## config.mk

```make
export PLATFORM = sky130hd
export DESIGN_NAME = rq_arbiter
export DESIGN_NICKNAME = d
export VERILOG_FILES = /design/src/rtl/rq_arbiter.sv
export SDC_FILE = /design/constraint.sdc
export NUM_CORES = 1
export LEC_CHECK = 0
export BUFFER_PORTS_ARGS = -buffer_cell sky130_fd_sc_hd__buf_2
export CAP_MARGIN = 20
export CORE_AREA = 2 2 424 426
export CTS_CLUSTER_SIZE = 8
export DETAILED_ROUTE_END_ITERATION = 7
export DIE_AREA = 0 0 426 428
export GPL_ROUTABILITY_DRIVEN = 0
export GPL_TIMING_DRIVEN = 1
export HOLD_SLACK_MARGIN = 0.03
export SETUP_SLACK_MARGIN = 0.1
export SYNTH_ARGS = -nofsm -noshare
export SYNTH_HDL_FRONTEND = slang
export SYNTH_SLANG_ARGS = --single-unit
```

## constraint.sdc

```tcl
create_clock -name clk -period 2.82 [get_ports clk]
set_input_delay 0.423 -clock clk [delete_from_list [all_inputs] [get_ports clk]]
set_output_delay 0.423 -clock clk [all_outputs]
set_load 0.01 [all_outputs]
```

## src/rtl/rq_arbiter.sv

```systemverilog
// rq_arbiter: packet-level round-robin arbiter that lets NUM_REQ request
// sources share the single logic-side interface of the RQ formatter.
// The grant is held from the sop beat until the handshaked last beat, so
// multi-beat write payloads are never interleaved with other traffic.
//
// Ports:
//   clk, rst            clock, asynchronous active-high reset
//   req_*               per-requester packed request fields, slice i per source
//   req_valid/sop/last  per-requester beat qualifiers
//   req_ready           beat accepted from requester i (owner only)
//   cfg_requester_id    Bus:Dev:Func, forwarded on rq_requester_id
//   rq_*                muxed request stream towards the RQ formatter
//   rq_ready            backpressure from the RQ formatter
//   grant               one-hot current owner, 0 when idle
//   err_sop_missing     sticky: a valid beat without sop was seen while idle
module rq_arbiter #(
  parameter int unsigned NUM_REQ    = 2,
  parameter int unsigned DATA_WIDTH = 256
) (
  input  logic                          clk,
  input  logic                          rst,
  input  logic [NUM_REQ*4-1:0]          req_type,
  input  logic [NUM_REQ*64-1:0]         req_addr,
  input  logic [NUM_REQ*11-1:0]         req_dword_count,
  input  logic [NUM_REQ*8-1:0]          req_tag,
  input  logic [NUM_REQ*3-1:0]          req_tc,
  input  logic [NUM_REQ*DATA_WIDTH-1:0] req_wr_data,
  input  logic [NUM_REQ-1:0]            req_valid,
  input  logic [NUM_REQ-1:0]            req_sop,
  input  logic [NUM_REQ-1:0]            req_last,
  output logic [NUM_REQ-1:0]            req_ready,
  input  logic [15:0]                   cfg_requester_id,
  output logic [3:0]                    rq_type,
  output logic [63:0]                   rq_addr,
  output logic [10:0]                   rq_dword_count,
  output logic [7:0]                    rq_tag,
  output logic [2:0]                    rq_tc,
  output logic [15:0]                   rq_requester_id,
  output logic [DATA_WIDTH-1:0]         rq_wr_data,
  output logic                          rq_valid,
  output logic                          rq_sop,
  output logic                          rq_last,
  input  logic                          rq_ready,
  output logic [NUM_REQ-1:0]            grant,
  output logic                          err_sop_missing
);

  localparam int unsigned IDX_W = (NUM_REQ > 1) ? $clog2(NUM_REQ) : 1;

  typedef enum logic {
    S_IDLE = 1'b0,
    S_BUSY = 1'b1
  } state_t;

  state_t               r_state;
  logic [NUM_REQ-1:0]   r_grant;
  logic [IDX_W-1:0]     r_owner;
  logic [IDX_W-1:0]     r_rr_ptr;
  logic                 r_err;

  logic                 w_busy;
  logic [NUM_REQ-1:0]   w_cand;
  logic [NUM_REQ-1:0]   w_bad;
  logic                 w_found;
  logic [IDX_W-1:0]     w_pick;
  logic [IDX_W-1:0]     w_scan_idx;
  logic [NUM_REQ-1:0]   w_pick_oh;
  logic                 w_xfer_last;

  // Per-requester views of the packed request buses.
  logic [3:0]            w_type  [NUM_REQ];
  logic [63:0]           w_addr  [NUM_REQ];
  logic [10:0]           w_dw    [NUM_REQ];
  logic [7:0]            w_tag   [NUM_REQ];
  logic [2:0]            w_tc    [NUM_REQ];
  logic [DATA_WIDTH-1:0] w_data  [NUM_REQ];

  for (genvar gi = 0; gi < NUM_REQ; gi++) begin : g_unpack
    assign w_type[gi] = req_type[gi*4 +: 4];
    assign w_addr[gi] = req_addr[gi*64 +: 64];
    assign w_dw[gi]   = req_dword_count[gi*11 +: 11];
    assign w_tag[gi]  = req_tag[gi*8 +: 8];
    assign w_tc[gi]   = req_tc[gi*3 +: 3];
    assign w_data[gi] = req_wr_data[gi*DATA_WIDTH +: DATA_WIDTH];
  end

  assign w_busy = (r_state == S_BUSY);
  assign w_cand = req_valid & req_sop;
  assign w_bad  = req_valid & ~req_sop;

  // Round-robin search: first candidate strictly after the last owner.
  always_comb begin
    w_found    = 1'b0;
    w_pick     = '0;
    w_scan_idx = '0;
    for (int unsigned k = 1; k <= NUM_REQ; k++) begin
      w_scan_idx = IDX_W'((32'(r_rr_ptr) + k) % NUM_REQ);
      if (!w_found && w_cand[w_scan_idx]) begin
        w_found = 1'b1;
        w_pick  = w_scan_idx;
      end
    end
  end

  always_comb begin
    w_pick_oh = '0;
    for (int unsigned i = 0; i < NUM_REQ; i++) begin
      w_pick_oh[i] = (w_pick == IDX_W'(i));
    end
  end

  // Owner's fields pass straight through while busy; everything is 0 when idle.
  always_comb begin
    rq_type         = '0;
    rq_addr         = '0;
    rq_dword_count  = '0;
    rq_tag          = '0;
    rq_tc           = '0;
    rq_requester_id = '0;
    rq_wr_data      = '0;
    rq_valid        = 1'b0;
    rq_sop          = 1'b0;
    rq_last         = 1'b0;
    if (w_busy) begin
      rq_type         = w_type[r_owner];
      rq_addr         = w_addr[r_owner];
      rq_dword_count  = w_dw[r_owner];
      rq_tag          = w_tag[r_owner];
      rq_tc           = w_tc[r_owner];
      rq_requester_id = cfg_requester_id;
      rq_wr_data      = w_data[r_owner];
      rq_valid        = req_valid[r_owner];
      rq_sop          = req_sop[r_owner];
      rq_last         = req_last[r_owner];
    end
  end

  assign w_xfer_last = rq_valid & rq_ready & rq_last;

  // r_grant is zero outside BUSY, so only the owner ever sees ready.
  assign req_ready       = r_grant & {NUM_REQ{rq_ready}};
  assign grant           = r_grant;
  assign err_sop_missing = r_err;

  // Arbitration FSM: decide in IDLE, hold the owner until its last beat.
  always_ff @(posedge clk or posedge rst) begin
    if (rst) begin
      r_state  <= S_IDLE;
      r_grant  <= '0;
      r_owner  <= '0;
      r_rr_ptr <= IDX_W'(NUM_REQ - 1);
      r_err    <= 1'b0;
    end else begin
      if ((r_state == S_IDLE) && (|w_bad)) begin
        r_err <= 1'b1;
      end
      case (r_state)
        S_IDLE: begin
          if (w_found) begin
            r_grant <= w_pick_oh;
            r_owner <= w_pick;
            r_state <= S_BUSY;
          end
        end
        S_BUSY: begin
          if (w_xfer_last) begin
            r_state  <= S_IDLE;
            r_grant  <= '0;
            r_rr_ptr <= r_owner;
          end
        end
        default: r_state <= S_IDLE;
      endcase
    end
  end

endmodule

```

==> results.cfg <==
[global_route]
antenna_found_initial = 208
grt_overflow_total = 0
grt_pass1_vias = 10900
grt_pass1_wl_mm = 195
grt_max_degree = 75
track_usage = 0.181

[timing]
hold_viol_final = 0
fin_crit_ns = 2.62
finalSetupTns_ns = 0
holdWs_ns = 0.133
tightest_slew_ns = 0.574
fin_crit_sh = 0.929
fin_skew_ns = 0.00154
max_freq_ghz = 0.382
slew_headroom = 0.616
final-setup-viol-count = 0
rsz0062_at_grt = false
drv_slew = 0

[placement]
hpwl_mm = 166
placed_cell_area_sq_um = 14700
io_buffers = 1086

[power_and_ir_drop]
clock_power_share = 0.015
switchingPower_mw = 10.7
combPwrFrac = 0.971
p_per_area_nw_per_um2 = 1060
p_leak_nw = 7.54
ir_drop_mv = 0.392
power.internal_mw = 5.26
p_sw_frac = 0.671
seq_power_share = 0.014

[finish]
syn2layout_area_growth_pct = 170
final_common_cell = buf_2
finish.instance_area_sq_um = 15000
fin_nets = 2603
drive_above_1_share = 0.609
fillers = 21200
multi_input_area_sq_um = 5030
final_cell_mix = 1043 x buf_2, 349 x mux2i_1, 349 x nor2_1
regArea_sq_um = 155

[yosys]
ys_seq_area_frac = 0.0272
synth_fp_nets = 1538
netlist_area_sq_um = 5560
syn_area_per_cell_sq_um = 6.77
yosys_warnings = 0
synthCells = 821
ys_types = 22
ys_ff_latch = 6

[detailed_routing]
vias = 12300
dr.pass1.iters = 6
wl_met3_mm = 22.7
drt-total-wl_mm = 173
viasPerCell = 2.84
wl_met1_mm = 60.9
drt_iter0_markers = 1034
drc_errors = 0
top_layer_used = met5
wl_met2_mm = 81.6
wl_per_cell_um = 39.9
final_antenna_net_count = 0

[floorplanning]
start_util = 0.0313
dieArea_sq_um = 182000
core-area_sq_um = 178000
die_h_um = 428
rows = 155
ios = 1087
die_x_um = 426

[worst_setup_path]
crit_fanout = 50
worstSetupEndpointType = primary output
startpoint_type = flop
path_class = flop to primary output
cp.arrival_ns = 2.20
crit_required_ns = 2.40

[outcome]
status = completed

[flow_run]
max-cap-violations = 0

[clock_tree]
clk-insertion-delay-late_ns = 0.23
clock_path_buffers = 2
cts_hold_buf = 0
ctsResizeCount = 0
clock-sinks = 6
cts_tree = done
clkSlewWorstSetupHoldPaths_ns = 0.04
post_cts_buffers = 0
numCtsBuffers = 3
htreeDepth = 1
ctsRootBufferMaster = clkbuf_16

[min_path]
hp-class = input port to async pin
[cell type report]
cell class / instances / area share
timing repair buffer: 1140 / 0.437
multi-input combinational: 731 / 0.335
sequential: 6 / 0.0103
inverter: 4 / 0.00150
tap: 2355 / 0.196
clock buffer: 4 / 0.00525
antenna: 87 / 0.0145
[cell usage after synthesis]
cell	count	area, sq um
o2111ai_1	1	8.76
buf_1	6	22.5
mux2i_1	349	3490
o22ai_1	1	6.26
buf_2	42	210
dfrtp_1	5	125
clkbuf_1	31	116
inv_1	4	15.0
mux2_1	1	11.3
nand2_1	1	3.75
o21ai_0	2	10.0
nor4b_4	1	23.8
a22oi_1	1	7.51
a21o_1	2	15.0
dfstp_2	1	26.3
a311oi_1	1	8.76
o21bai_1	1	7.51
or2_2	1	6.26
buf_4	1	7.51
o21ai_1	2	10.0
and2_1	18	113
nor2_1	349	1310
[sequential cells by signal, indices dropped and copies added, names as in the netlist]
register,cells
r_owner,1
grant,2
r_rr_ptr,1
err_sop_missing,1
r_state,1
[path summary, 6_finish.rpt]
kind,to,slack (ns),from,depth (start not counted)
setup / recovery,rq_wr_data[4],0.20,r_owner,5
max in group asynchronous,r_rr_ptr,2.42,rst,2
hold / removal,grant[0],0.13,rst,2
setup reg to reg,r_rr_ptr,0.73,r_owner,5
min in group clk,err_sop_missing,0.45,err_sop_missing,1
hold reg to reg,err_sop_missing,0.45,err_sop_missing,1
[cells by family after synthesis]
kind of cell / synth area share
AOI/OAI and AO/OA: 0.0133
buffers and inverters: 0.0669
muxes: 0.631
and+or+nand+nor: 0.262
DFF: 0.0272
[metal layers]
metal  global-route usage  vias up
met2                0.309     1206
met4               0.0455       80
li1                     -     5017
met5              0.00794        -
met3                0.100      382
met1                0.190     5585
[power groups by stage]
stage	clock network, mW	logic (mW)	registers [mW]
2_1_floorplan	0	5.55	0.147
3_3_place_gp	0	15.9	0.217
3_5_place_dp	0	15.9	0.224
4_1_cts	0.245	16.0	0.223
5_1_grt	0.250	16.3	0.227
6_report	0.246	15.5	0.221
[through the flow]
step | util | worst slack (ns) | power (mW) | cells
5_1_grt | 0.0838 | 0.187 | 16.8 | 4276
3_3_place_gp | 0.0829 | 0.482 | 16.2 | 4236
3_5_place_dp | 0.0829 | 0.422 | 16.2 | 4236
6_report | 0.0846 | 0.200 | 16.0 | 4327
2_1_floorplan | - | 1.18 | 5.70 | 821
4_1_cts | 0.0833 | 0.177 | 16.4 | 4240
[critical path, cell delays in order (launching register included)]
cell and delay [ns]:
dfrtp_4 0.63, buf_12 0.23, buf_12 0.32, mux2i_1 0.42
nor2_1 0.07, buf_2 0.18
No activity file was read; power rests on OpenSTA's default activity.
